--- src/rtl/dlx_pkg.sv ---
`default_nettype none
// +------------------------------------------------------------------+
// | dlx_pkg                                                          |
// | Shared DLX decode constants: opcodes, field widths, offset types |
// | Rev 1.0                                                          |
// +------------------------------------------------------------------+
package dlx_pkg;

  localparam int XLEN     = 32;
  localparam int OPCODE_W = 6;
  localparam int IMM16_W  = 16;
  localparam int OFF26_W  = 26;

  typedef logic [OPCODE_W-1:0] opcode_t;

  localparam opcode_t OP_J    = 6'h02;
  localparam opcode_t OP_JAL  = 6'h03;
  localparam opcode_t OP_BEQZ = 6'h04;
  localparam opcode_t OP_BNEZ = 6'h05;
  localparam opcode_t OP_BFPT = 6'h06;
  localparam opcode_t OP_BFPF = 6'h07;
  localparam opcode_t OP_RFE  = 6'h10;
  localparam opcode_t OP_TRAP = 6'h11;
  localparam opcode_t OP_JR   = 6'h12;
  localparam opcode_t OP_JALR = 6'h13;

  typedef enum logic {
    OFF_IMM16 = 1'b0,
    OFF_OFF26 = 1'b1
  } off_sel_e;

  function automatic logic [XLEN-1:0] sext16(input logic [IMM16_W-1:0] v);
    return {{(XLEN-IMM16_W){v[IMM16_W-1]}}, v};
  endfunction

  function automatic logic [XLEN-1:0] sext26(input logic [OFF26_W-1:0] v);
    return {{(XLEN-OFF26_W){v[OFF26_W-1]}}, v};
  endfunction

endpackage
`default_nettype wire

--- src/rtl/jump_branch_unit_if.sv ---
`default_nettype none
// +------------------------------------------------------------------+
// | jump_branch_unit_if                                              |
// | Decode-stage bundle between control decoder and transfer resolver|
// | Rev 1.0                                                          |
// +------------------------------------------------------------------+
interface jump_branch_unit_if;
  import dlx_pkg::*;

  // Instruction uses big-endian bit numbering: opcode is [0:5].
  logic [0:XLEN-1] instruction;
  logic [XLEN-1:0] pc_plus_four;
  logic [XLEN-1:0] rs1;
  logic [XLEN-1:0] outputPC;
  logic            takeBranch;
  logic [XLEN-1:0] register31;

  modport master (
    output instruction, pc_plus_four, rs1,
    input  outputPC, takeBranch, register31
  );

  modport slave (
    input  instruction, pc_plus_four, rs1,
    output outputPC, takeBranch, register31
  );

endinterface
`default_nettype wire

--- src/rtl/jump_branch_unit_branch_target_adder.sv ---
`default_nettype none
// +------------------------------------------------------------------+
// | branch_target_adder                                              |
// | pc_plus_four + sign-extended imm16 or off26, modulo 2^32         |
// | Rev 1.0                                                          |
// +------------------------------------------------------------------+
module branch_target_adder
  import dlx_pkg::*;
(
  input  wire logic [XLEN-1:0]    pc_plus_four,
  input  wire logic [IMM16_W-1:0] imm16,
  input  wire logic [OFF26_W-1:0] off26,
  input  wire off_sel_e           off_sel,
  output logic      [XLEN-1:0]    target
);

  logic [XLEN-1:0] w_offset;

  assign w_offset = (off_sel == OFF_OFF26) ? sext26(off26) : sext16(imm16);
  // Carry out is discarded on purpose: wrap-around is architectural.
  assign target   = pc_plus_four + w_offset;

endmodule
`default_nettype wire

--- src/rtl/jump_branch_unit.sv ---
`default_nettype none
// +------------------------------------------------------------------+
// | jump_branch_unit                                                 |
// | Combinational jump/branch resolve plus registered r31 link value |
// | Rev 1.0                                                          |
// +------------------------------------------------------------------+
module jump_branch_unit
  import dlx_pkg::*;
(
  input  wire logic         clk,
  input  wire logic         reset,
  jump_branch_unit_if.slave jb
);

  opcode_t              w_opcode;
  logic [IMM16_W-1:0]   w_imm16;
  logic [OFF26_W-1:0]   w_off26;
  off_sel_e             w_off_sel;
  logic                 w_take;
  logic                 w_use_rs1;
  logic                 w_link;
  logic [XLEN-1:0]      w_target;
  logic [XLEN-1:0]      r_reg31;

  assign w_opcode = jb.instruction[0:OPCODE_W-1];
  assign w_imm16  = jb.instruction[XLEN-IMM16_W:XLEN-1];
  assign w_off26  = jb.instruction[XLEN-OFF26_W:XLEN-1];

  branch_target_adder u_adder (
    .pc_plus_four (jb.pc_plus_four),
    .imm16        (w_imm16),
    .off26        (w_off26),
    .off_sel      (w_off_sel),
    .target       (w_target)
  );

  // Default arm is not-taken so an unknown opcode never forces a transfer.
  always_comb begin
    w_take    = 1'b0;
    w_use_rs1 = 1'b0;
    w_off_sel = OFF_IMM16;
    w_link    = 1'b0;
    case (w_opcode)
      OP_J: begin
        w_take    = 1'b1;
        w_off_sel = OFF_OFF26;
      end
      OP_JAL: begin
        w_take    = 1'b1;
        w_off_sel = OFF_OFF26;
        w_link    = 1'b1;
      end
      OP_BEQZ: w_take = (jb.rs1 == '0);
      OP_BNEZ: w_take = (jb.rs1 != '0);
      OP_JR: begin
        w_take    = 1'b1;
        w_use_rs1 = 1'b1;
      end
      OP_JALR: begin
        w_take    = 1'b1;
        w_use_rs1 = 1'b1;
        w_link    = 1'b1;
      end
      OP_BFPT, OP_BFPF, OP_RFE, OP_TRAP: w_take = 1'b0;
      default: w_take = 1'b0;
    endcase
  end

  assign jb.takeBranch = w_take;
  assign jb.outputPC   = !w_take   ? jb.pc_plus_four :
                         w_use_rs1 ? jb.rs1          : w_target;

  // Link is written one edge after JAL/JALR decode, so a JALR through r31
  // has already consumed the forwarded rs1 before the update lands.
  always_ff @(posedge clk or posedge reset) begin
    if (reset) begin
      r_reg31 <= '0;
    end else if (w_link) begin
      r_reg31 <= jb.pc_plus_four;
    end
  end

  assign jb.register31 = r_reg31;

endmodule
`default_nettype wire

--- src/flat_wrapper.sv ---
// flat-port wrapper written by rule: the top's interface ports become plain ports
module jump_branch_unit_flat import dlx_pkg::*;
  (clk, reset, jb_instruction, jb_pc_plus_four, jb_rs1, jb_outputPC, jb_takeBranch, jb_register31);
  jump_branch_unit_if jb_i ();
  input  wire logic clk;
  input  wire logic reset;
  input wire logic [$bits(jb_i.instruction)-1:0] jb_instruction;
  input wire logic [$bits(jb_i.pc_plus_four)-1:0] jb_pc_plus_four;
  input wire logic [$bits(jb_i.rs1)-1:0] jb_rs1;
  output wire logic [$bits(jb_i.outputPC)-1:0] jb_outputPC;
  output wire logic [$bits(jb_i.takeBranch)-1:0] jb_takeBranch;
  output wire logic [$bits(jb_i.register31)-1:0] jb_register31;
  assign jb_i.instruction = jb_instruction;
  assign jb_i.pc_plus_four = jb_pc_plus_four;
  assign jb_i.rs1 = jb_rs1;
  assign jb_outputPC = jb_i.outputPC;
  assign jb_takeBranch = jb_i.takeBranch;
  assign jb_register31 = jb_i.register31;
  jump_branch_unit u_core (.clk(clk), .reset(reset), .jb(jb_i));
endmodule
--- config.mk ---
export PLATFORM = sky130hd
export DESIGN_NAME = jump_branch_unit_flat
export DESIGN_NICKNAME = d
export VERILOG_FILES = /design/src/rtl/dlx_pkg.sv /design/src/rtl/jump_branch_unit_if.sv /design/src/rtl/jump_branch_unit_branch_target_adder.sv /design/src/rtl/jump_branch_unit.sv /design/src/flat_wrapper.sv
export SDC_FILE = /design/constraint.sdc
export NUM_CORES = 1
export LEC_CHECK = 0
export CAP_MARGIN = 20
export CELL_PAD_IN_SITES_DETAIL_PLACEMENT = 0
export CELL_PAD_IN_SITES_GLOBAL_PLACEMENT = 1
export CORE_MARGIN = 8
export CORE_UTILIZATION = 33
export DETAILED_ROUTE_END_ITERATION = 8
export HOLD_SLACK_MARGIN = 0.03
export PLACE_DENSITY_LB_ADDON = 0.1
export RECOVER_POWER = 25
export SYNTH_ARGS = -nofsm -noshare
export SYNTH_HDL_FRONTEND = slang
export SYNTH_SLANG_ARGS = --single-unit
--- constraint.sdc ---
create_clock -name clk -period 12 [get_ports clk]
set_input_delay 1.8 -clock clk [delete_from_list [all_inputs] [get_ports clk]]
set_output_delay 1.8 -clock clk [all_outputs]
set_load 0.02 [all_outputs]
==> reports/metrics.csv, run 1 <==
stage,metric,value,unit
pwr,ir_drop,0.0000544,V
yosys,ys_seq_elements,32,
cells_and_area,area_growth_syn_to_layout,49.6,%
yosys,dominantRegCellSynth,dfrtp_1,
yosys,yosysTopAreaCell,dfrtp_1,
pwr,total_power,588,uW
drt,wl_per_cell,18.7,um
yosys,seq_area_frac_synth,21.1,%
clock_network,cts_hold_repair.buffers,0,
floorplanning,die_area,0.0152,mm2
timing,setup_violations,0,
clock_network,cts_resized,0,
global_route,grt_use_met2,33.3,%
clock_network,clock_latency,0.28,ns
timing,worst_slew_pin_slew,1.97,ns
drt,viasPerCell,5.41,
outcome,violations,"capacitance limit, slew limit",
clock_network,numCtsBuffers,5,
global_route,antenna_found_initial,0,
clock_network,cts-root-buf,clkbuf_16,
global_route,grtUsageMet1,22.5,%
outcome,status,finished with violations,
yosys,synthArstFlopShare,100,%
drt,drt_iter0_markers,183,
global_route,use_met3,6.07,%
drt,drt_pass1_iterations,4,
floorplanning,die_h,123,um
worst_setup_path,crit_path_max_incr_delay,0.61,ns
floorplanning,die_w,123,um
worst_setup_path,critPathMaxFanout,10,
timing,slew_headroom,-31.2,%
worst_setup_path,start_kind,input port,
floorplanning,rows,39,
place,dp.cells,770,
yosys,synth_nets,615,
floorplanning,initial_core_util,33.5,%
place,place_congestion,0.822,
timing,finalMaxSlewViolations,33,
worst_setup_path,cpMaxStageDelayCell,nor2_1,
yosys,synth_edf_count,0,
timing,hold_ws,0.482,ns
cells_and_area,layout_common_cells,"clkdlybuf4s50_1 (161), nand2_1 (58), a21oi_1 (49)",
run,maxCapViolations,1,
cells_and_area,nets,765,
worst_setup_path,cp.arrival,6.42,ns
worst_setup_path,cp_num_buf_inv,2,
timing,fmax,122,MHz
clock_network,cts.sinks,32,
timing,hold_viol,0,
place,port_buffers,162,
timing,setup_tns,0,ns
global_route,grt.total_usage,19.1,%
yosys,postSynthCellCount,484,
pwr,power-per-cell-area,104,mW/mm2
clock_network,cts_tree,done,
cells_and_area,final_cell_count_no_fill,778,
worst_setup_path,cp-end-kind,output pin,
global_route,top_usage_layer,met2,
worst_hold_path,hold_class,flip-flop to flip-flop,
pwr,leakage,0.00240,uW
timing,final.min_clock_period,8.22,ns
drt,drc,0,
yosys,synth_area,0.00379,mm2
drt,ant_nets,0,
cells_and_area,drive_gt1_share,7.87,%
yosys,yosysUniqueCellTypes,54,
clock_network,cts_max_level,2,
cells_and_area,largest_reg_flops,32,
global_route,grt-ovfl-total,0,
cells_and_area,nFillCells,1164,
clock_network,postCtsSetupRepairBufs,0,
timing,rsz0062_at_grt,no,
yosys,synthTopCellsByArea,"dfrtp_1 (21%), ha_1 (11%), mux2_2 (8.9%)",
worst_setup_path,critPathKind,input port to output pin,
global_route,grt_max_degree,67,
global_route,grt_pass1_wl,23.2,mm
cells_and_area,diodes,0,
global_route,grt_pass1_vias,4485,
floorplanning,fp.coreArea,0.0113,mm2
clock_network,ctsLongestPathBuffers,2,
worst_setup_path,crit_family,simple AND/OR/NAND/NOR gates,
floorplanning,num_io_pins,163,
timing,skew,0,ns
drt,wirelength,14.6,mm
timing,fin_crit_sh,68.5,%
cells_and_area,layout_commonest_cell,clkdlybuf4s50_1,
worst_setup_path,crit_required,10.20,ns
clock_network,clkTransAtPathRegs,0.05,ns
worst_setup_path,path_cells,clkdlybuf4s50_1 -> nand2b_1 -> or3_1 -> nor2_1 -> nand2_1 -> nand2_1 -> ha_1 -> a21o_1 -> a31oi_1 -> o21ai_0 -> a21o_1 -> or4b_1 -> mux2i_1 -> o22a_1 -> clkdlybuf4s50_1,
drt,num_vias,4211,
place,hpwl,11.6,mm
yosys,yosysWarningCount,0,
yosys,synth_area_per_cell,7.83,um2
yosys,synth.top_cell.area_share,21.1,%
## final cells by class
| type | count | area [um2] | share of cell area (%) |
|---|---|---|---|
| Multi-Input combinational cell | 417 | 2850 | 50.2 |
| Timing Repair Buffer | 167 | 1660 | 29.2 |
| Sequential cell | 32 | 801 | 14.1 |
| Tap cell | 143 | 179 | 3.15 |
| Clock buffer | 8 | 146 | 2.58 |
| Inverter | 11 | 41.3 | 0.728 |
## kinds of logic after synthesis
logic type	count (synthesis)	share of synthesized area [%]
simple gates	173	21.6
compound gates	159	28.1
buf+inv	35	4.03
mux	34	9.97
fa+ha+maj	33	11.1
flops	32	21.1
xor+xnor	18	4.16
## layer usage
| layer | up-vias | routed length, um | part of all wire [%] |
|---|---|---|---|
| li1 | 2107 | - | - |
| met1 | 1990 | 6320 | 43 |
| met2 | 106 | 7010 | 48 |
| met3 | 8 | 1110 | 7.6 |
| met4 | 0 | 121 | 0.83 |
| met5 | - | 0 | 0 |
## stage by stage
stage	cell area, um2	worst slack (ns)	utilization (%)
3_3_place_gp	5530	3.87	48.9
3_5_place_dp	5530	3.83	48.9
5_1_grt	5670	3.57	50.1
4_1_cts	5680	3.82	50.1
6_report	5670	3.78	50.1
2_1_floorplan	3790	5.31	-
## report_power, final
part	switching (uW)	leakage, uW	internal [uW]
combinational	156	0.00193	154
clock	50.0	0.0000712	82.9
sequential	11.9	0.000394	133
## path summary, 6_finish.rpt
kind / start / to / slack [ns] / cells after the start
max reg2reg: u_core.jb.register31[30] / u_core.jb.register31[30] / 11.23 / 1
min: u_core.jb.register31[1] / u_core.jb.register31[1] / 0.48 / 2
min reg2reg: u_core.jb.register31[1] / u_core.jb.register31[1] / 0.48 / 2
min in group asynchronous: reset / u_core.jb.register31[0] / 2.67 / 3
max: jb_instruction[28] / jb_outputPC[30] / 3.78 / 15
max in group asynchronous: reset / u_core.jb.register31[15] / 8.20 / 3
## cells in the mapped netlist (6+ instances only)
cell and number:
a21o_1 25, a21oi_1 49, a31oi_1 25, and3_1 6
buf_2 6, clkbuf_1 15, dfrtp_1 32, ha_1 32
inv_1 11, mux2_2 30, nand2_1 58, nand3_1 12
nand4_1 8, nor2_1 47, nor2b_1 6, nor3_1 9
nor4_1 8, o211ai_1 7, o21ai_0 16, xnor2_1 13
Note: power is estimated with default switching activity, not from simulation.
==> run 2, diff against run 1 <==
--- a/config.mk
+++ b/config.mk
@@ -9,7 +9,7 @@
 export CELL_PAD_IN_SITES_DETAIL_PLACEMENT = 0
 export CELL_PAD_IN_SITES_GLOBAL_PLACEMENT = 1
 export CORE_MARGIN = 8
-export CORE_UTILIZATION = 33
+export CORE_UTILIZATION = 31
 export DETAILED_ROUTE_END_ITERATION = 8
 export HOLD_SLACK_MARGIN = 0.03
 export PLACE_DENSITY_LB_ADDON = 0.1
==> constraint.sdc (replaced) <==
create_clock -name clk -period 8.2 [get_ports clk]
set_input_delay 1.23 -clock clk [delete_from_list [all_inputs] [get_ports clk]]
set_output_delay 1.23 -clock clk [all_outputs]
set_load 0.02 [all_outputs]
==> reports/metrics.csv, run 2 (synthesis results as in run 1) <==
stage,metric,value,unit,change
outcome,status,finished with violations,,
outcome,violations,"capacitance limit, slew limit",,
cells_and_area,largest_reg_flops,32,,unchanged
pwr,p_clk_share,22.5,%,about the same
pwr,total_power,862,uW,+47%
cells_and_area,nets,766,,+0.13%
timing,slew_headroom,-30.5,%,+0.76 points
global_route,grt_pass1_wl,24.3,mm,+4.8%
drt,drt_pass1_iterations,6,,+2
floorplanning,initial_core_util,31.7,%,-1.8 points
global_route,antenna_found_initial,0,,unchanged
pwr,ir_drop,0.0000854,V,+57%
pwr,p_seq_share,24.6,%,about the same
drt,num_vias,4231,,+0.47%
floorplanning,die_w,127,um,+2.8%
timing,setup_violations,0,,unchanged
cells_and_area,nFillCells,1200,,+3.1%
cells_and_area,layout_common_cells,"clkdlybuf4s50_1 (161), nand2_1 (58), a21oi_1 (49)",,
place,place_congestion,0.820,,-0.29%
cells_and_area,layout_commonest_cell,clkdlybuf4s50_1,,
cells_and_area,diodes,0,,unchanged
pwr,leakage,0.00240,uW,+0.22%
pwr,switchingPower,320,uW,+47%
global_route,grt_pass1_vias,4556,,+1.6%
clock_network,clkTransAtPathRegs,0.05,ns,about the same
floorplanning,die_h,127,um,+2.8%
clock_network,cts_tree,done,,
pwr,power-per-cell-area,152,mW/mm2,+46%
clock_network,ctsLongestPathBuffers,2,,unchanged
drt,ant_nets,0,,unchanged
pwr,swShare,37.1,%,about the same
worst_setup_path,r2r_slack,7.44,ns,-3.79 ns
worst_hold_path,hold_class,flip-flop to flip-flop,,
timing,skew,0,ns,unchanged
clock_network,cts_hold_repair.buffers,0,,unchanged
drt,viasPerCell,5.40,,-0.17%
clock_network,cts.sinks,32,,unchanged
worst_setup_path,start_kind,input port,,
clock_network,clock_latency,0.29,ns,about the same
run,maxCapViolations,1,,unchanged
timing,hold_viol,0,,unchanged
clock_network,postCtsSetupRepairBufs,0,,unchanged
floorplanning,num_io_pins,163,,unchanged
place,port_buffers,162,,unchanged
timing,fin_crit_sh,86.0,%,
pwr,intPower,542,uW,+46%
timing,setup_tns,0,ns,unchanged
worst_setup_path,critPathKind,input port to output pin,,
global_route,grt_max_degree,40,,-40%
floorplanning,fp.coreArea,0.0120,mm2,+5.7%
worst_setup_path,cp-end-kind,output pin,,
clock_network,numCtsBuffers,5,,unchanged
timing,worst_slew_pin_slew,1.96,ns,-0.0114 ns
worst_setup_path,cp.arrival,5.83,ns,-0.59 ns
clock_network,cts-root-buf,clkbuf_16,,
timing,finalMaxSlewViolations,33,,unchanged
place,hpwl,12.0,mm,+3.2%
worst_hold_path,holdPathStages,2,,unchanged
clock_network,cts_max_level,2,,unchanged
cells_and_area,area_growth_syn_to_layout,50.0,%,
worst_setup_path,r2r_cells,1,,unchanged
timing,rsz0062_at_grt,no,,
pwr,power_frac_comb,52.9,%,about the same
drt,drc,0,,unchanged
worst_setup_path,critPathMaxFanout,10,,unchanged
cells_and_area,drive_gt1_share,8.02,%,+0.14 points
global_route,grt.total_usage,18.8,%,-0.26 points
timing,final.min_clock_period,7.06,ns,
drt,drt_iter0_markers,229,,+25%
global_route,grt-ovfl-total,0,,unchanged
floorplanning,rows,40,,+2.6%
drt,wirelength,15.0,mm,+3.1%
drt,wl_per_cell,19.2,um,+2.4%
clock_network,cts_resized,0,,unchanged
floorplanning,die_area,0.0160,mm2,+5.6%
timing,fmax,142,MHz,
worst_setup_path,crit_required,6.97,ns,-3.23 ns
-- run 2: area by class of cell --
class | count | area, um2 | area share (%)
inverter | 11 | 41.3 | 0.726
clock buffer | 8 | 146 | 2.57
timing repair buffer | 168 | 1660 | 29.2
tap | 147 | 184 | 3.24
multi-input combinational | 417 | 2850 | 50.1
sequential | 32 | 801 | 14.1
-- run 2: worst max-delay path: stages --
cell             delay, ns
clkdlybuf4s50_1       0.42
nand2b_1              0.20
or3_1                 0.41
nor2_1                0.59
nand2_1               0.11
nand2_1               0.26
ha_1                  0.39
a21o_1                0.21
a31oi_1               0.28
o21ai_0               0.15
a21o_1                0.20
or4b_1                0.47
mux2i_1               0.14
o22a_1                0.15
clkdlybuf4s50_1       0.61
-- run 2: through the flow --
step                      util, %  instances  instance area (um2)  hold WS [ns]  setup slack [ns]
after floorplan                 -        484                 3790         0.590              2.65
after global placement       46.3        775                 5540         0.469              1.22
after detailed placement     46.3        775                 5540         0.478              1.12
after CTS                    47.6        783                 5690         0.490              1.10
after global routing         47.5        783                 5690         0.524             0.822
final                        47.5        783                 5690         0.481              1.14
-- run 2: power by group through the flow --
stage          Sequential [uW]  Clock (uW)  Combinational, uW
3_3_place_gp               212           0                456
3_5_place_dp               215           0                457
6_report                   212         194                456
4_1_cts                    212         202                460
2_1_floorplan              259           0                208
5_1_grt                    217         210                495
-- run 2: metal layers --
layer  up-vias  global-route usage (%)  share of wire (%)
li1       2117                       -                  -
met1      2002                    22.3                 43
met2       102                    32.5                 49
met3        10                    5.95                6.9
met4         0                    4.10               0.91
met5         -                       0                  0
-- run 2: worst paths after layout --
| kind | startpoint | end |
|---|---|---|
| setup / recovery | jb_instruction[28] | jb_outputPC[30] |
| hold / removal | u_core.jb.register31[31] | u_core.jb.register31[31] |
| setup reg to reg | u_core.jb.register31[17] | u_core.jb.register31[17] |
| hold reg to reg | u_core.jb.register31[31] | u_core.jb.register31[31] |
| max in group asynchronous | reset | u_core.jb.register31[21] |
| min in group asynchronous | reset | u_core.jb.register31[0] |
==> run 3, diff against run 2 <==
--- a/config.mk
+++ b/config.mk
@@ -5,10 +5,11 @@
 export SDC_FILE = /design/constraint.sdc
 export NUM_CORES = 1
 export LEC_CHECK = 0
+export ABC_AREA = 1
 export CAP_MARGIN = 20
 export CELL_PAD_IN_SITES_DETAIL_PLACEMENT = 0
 export CELL_PAD_IN_SITES_GLOBAL_PLACEMENT = 1
-export CORE_MARGIN = 8
+export CORE_MARGIN = 2
 export CORE_UTILIZATION = 31
 export DETAILED_ROUTE_END_ITERATION = 8
 export HOLD_SLACK_MARGIN = 0.03
==> constraint.sdc (replaced) <==
create_clock -name clk -period 8.2 [get_ports clk]
set_input_delay 1.23 -clock clk [delete_from_list [all_inputs] [get_ports clk]]
set_output_delay 1.23 -clock clk [all_outputs]
set_load 0.1 [all_outputs]
==> reports/metrics.csv, run 3 <==
stage,metric,value,unit,change
outcome,status,finished with violations,,
outcome,violations,"capacitance limit, slew limit",,
drt,wl_per_cell,14.2,um,-26%
cells_and_area,layout_common_cells,"nand2_1 (361), inv_1 (179), clkdlybuf4s50_1 (161)",,
pwr,ir_drop,0.000128,V,+50%
worst_setup_path,path_cells,clkdlybuf4s50_1 -> nor2_1 -> nand3_1 -> nand2_1 -> o21ai_0 -> inv_1 -> ha_1 -> a21oi_1 -> nor2_1 -> nor2_1 -> nand2_1 -> a21oi_1 -> nand3_1 -> nand3_1 -> nand2_1 -> nand2_1 -> clkdlybuf4s50_1,,
worst_setup_path,crit_required,6.97,ns,about the same
drt,ant_nets,0,,unchanged
timing,finalMaxSlewViolations,33,,unchanged
floorplanning,num_io_pins,163,,unchanged
clock_network,ctsLongestPathBuffers,2,,unchanged
global_route,grt_pass1_wl,27.5,mm,+13%
drt,wirelength,17.4,mm,+16%
clock_network,cts_resized,0,,unchanged
pwr,swShare,54.5,%,+17 points
clock_network,clock_latency,0.29,ns,about the same
worst_setup_path,cpMostUsedCell,nand2_1,,
cells_and_area,area_growth_syn_to_layout,38.6,%,
worst_setup_path,start_kind,input port,,
place,dp.cells,1218,,+57%
global_route,grt_max_degree,43,,+7.5%
cells_and_area,nets,1140,,+49%
clock_network,cts-root-buf,clkbuf_16,,
drt,viasPerCell,4.37,,-19%
timing,final.min_clock_period,6.89,ns,-0.162 ns
drt,drt_pass1_iterations,5,,-1
cells_and_area,drive_gt1_share,5.05,%,-3.0 points
timing,setup_violations,0,,unchanged
yosys,synth_area,0.00493,mm2,+30%
yosys,synthTopCellsByArea,"nand2_1 (28%), dfrtp_1 (16%), inv_1 (14%)",,
yosys,synthArstFlopShare,100,%,unchanged
worst_setup_path,crit_path_max_incr_delay,1.13,ns,+0.52 ns
worst_setup_path,cpMaxStageDelayCell,clkdlybuf4s50_1,,
clock_network,cts.sinks,32,,unchanged
pwr,leakage,0.00383,uW,+59%
global_route,grt_pass1_vias,5206,,+14%
cells_and_area,final_cell_count_no_fill,1225,,+56%
pwr,power-per-cell-area,181,mW/mm2,+20%
clock_network,clkTransAtPathRegs,0.06,ns,about the same
worst_hold_path,hold_class,flip-flop to flip-flop,,
worst_setup_path,critPathKind,input port to output pin,,
cells_and_area,fin_area,0.00683,mm2,+20%
clock_network,cts_max_level,2,,unchanged
clock_network,postCtsSetupRepairBufs,0,,unchanged
run,maxCapViolations,1,,unchanged
yosys,ys_seq_elements,32,,unchanged
floorplanning,initial_core_util,31.4,%,-0.34 points
timing,rsz0062_at_grt,no,,
yosys,dominantRegCellSynth,dfrtp_1,,
place,place_congestion,0.870,,+6.1%
drt,drt_iter0_markers,255,,+11%
cells_and_area,diodes,0,,unchanged
worst_setup_path,cp-end-kind,output pin,,
pwr,power_frac_comb,66.0,%,+13 points
yosys,synth_most_common_cell,nand2_1,,
floorplanning,die_area,0.0169,mm2,+5.6%
worst_setup_path,cp_num_buf_inv,3,,+1
yosys,yosysTopAreaCell,nand2_1,,
yosys,yosysWarningCount,0,,unchanged
timing,fmax,145,MHz,+2.3%
yosys,yosysUniqueCellTypes,39,,-28%
floorplanning,rows,46,,+15%
pwr,total_power,1240,uW,+44%
timing,setup_tns,0,ns,unchanged
drt,num_vias,5358,,+27%
drt,drc,0,,unchanged
timing,slew_headroom,-31.6,%,-1.1 points
clock_network,cts_hold_repair.buffers,0,,unchanged
pwr,p_clk_share,16.8,%,-5.7 points
global_route,antenna_found_initial,0,,unchanged
pwr,p_seq_share,17.2,%,-7.4 points
floorplanning,fp.coreArea,0.0157,mm2,+31%
timing,worst_slew_pin_slew,1.97,ns,+0.0169 ns
pwr,intPower,564,uW,+4.1%
clock_network,numCtsBuffers,5,,unchanged
global_route,grt.total_usage,21.1,%,+2.2 points
worst_setup_path,critPathMaxFanout,12,,+2
cells_and_area,largest_reg_flops,32,,unchanged
place,hpwl,14.1,mm,+18%
yosys,synth.top_cell.area_share,27.5,%,+6.4 points
worst_setup_path,cp.arrival,5.66,ns,-0.17 ns
place,dpl-instance-area,0.00668,mm2,+21%
floorplanning,die_w,130,um,+2.7%
yosys,synth_area_per_cell,5.76,um2,-26%
timing,fin_crit_sh,84.1,%,-2.0 points
pwr,switchingPower,675,uW,+110%
cells_and_area,layout_commonest_cell,nand2_1,,
yosys,yosys-top-cells-count,"nand2_1 (361), inv_1 (179), nand3_1 (62)",,
yosys,synth_nets,986,,+60%
place,port_buffers,162,,unchanged
timing,hold_viol,0,,unchanged
yosys,synth_edf_count,0,,unchanged
worst_setup_path,crit_family,buffers and inverters,,
yosys,postSynthCellCount,855,,+77%
floorplanning,die_h,130,um,+2.7%
clock_network,cts_tree,done,,
yosys,seq_area_frac_synth,16.3,%,-4.9 points
global_route,grt-ovfl-total,0,,unchanged
timing,skew,0,ns,unchanged
run 3: cell count changes after synthesis, sizes merged, moves of 10 or more:
cell    delta
nor2      +11
inv      +170
a31oi     -25
a21o      -24
nand2    +304
a21oi     -33
nand3     +51
clkbuf    -10
run 3: path summary, 6_finish.rpt:
| check | startpoint | to | slack (ns) | cells after the start |
|---|---|---|---|---|
| setup / recovery | jb_instruction[31] | jb_outputPC[28] | 1.31 | 17 |
| hold / removal | u_core.jb.register31[31] | u_core.jb.register31[31] | 0.49 | 1 |
| setup reg to reg | u_core.jb.register31[2] | u_core.jb.register31[2] | 7.43 | 1 |
| hold reg to reg | u_core.jb.register31[31] | u_core.jb.register31[31] | 0.49 | 1 |
| max in group asynchronous | reset | u_core.jb.register31[14] | 4.97 | 3 |
| min in group asynchronous | reset | u_core.jb.register31[24] | 2.09 | 3 |
run 3: cells by family (layout without fill, tap and decap cells):
group / count (synthesis) / after routing / synth area share (%)
muxes: 30 / 30 / 8.84
and+or+nand+nor: 501 / 501 / 41.7
buffers and inverters: 198 / 352 / 16.9
xor gates and xnor gates: 10 / 10 / 1.78
adders and majority gates: 33 / 33 / 8.53
AOI/OAI and AO/OA: 51 / 51 / 5.99
DFF: 32 / 32 / 16.3
run 3: stage by stage:
stage                     setup WS [ns]  hold slack (ns)  util, %
after global routing              0.877            0.517     43.5
after CTS                          1.27            0.497     43.5
final                              1.31            0.490     43.5
after global placement             1.19            0.474     42.5
after detailed placement           1.28            0.483     42.5
after floorplan                    2.84             1.07        -
run 3: power by group through the flow:
stage / registers (uW) / logic (uW) / clock network [uW]
floorplan: 488 / 329 / 0
global placement: 216 / 820 / 0
detailed placement: 216 / 818 / 0
CTS: 214 / 822 / 215
global route: 218 / 867 / 219
finish: 214 / 817 / 208
run 3: cell type report:
cell class,instances,area (um2)
timing repair buffer,164,1630
multi-input combinational,625,3290
clock buffer,7,153
inverter,181,679
sequential,32,801
fill,1732,8880
tap,216,270
run 3: per-layer routing:
metal	GRT usage [%]	vias to the layer above	wire [um]	share of wire, %
met5	0	-	0	0
met4	4.24	0	198	1.1
met3	4.72	10	1080	6.2
met2	33.2	148	7320	42
met1	29.6	2293	8840	51
li1	-	2907	-	-
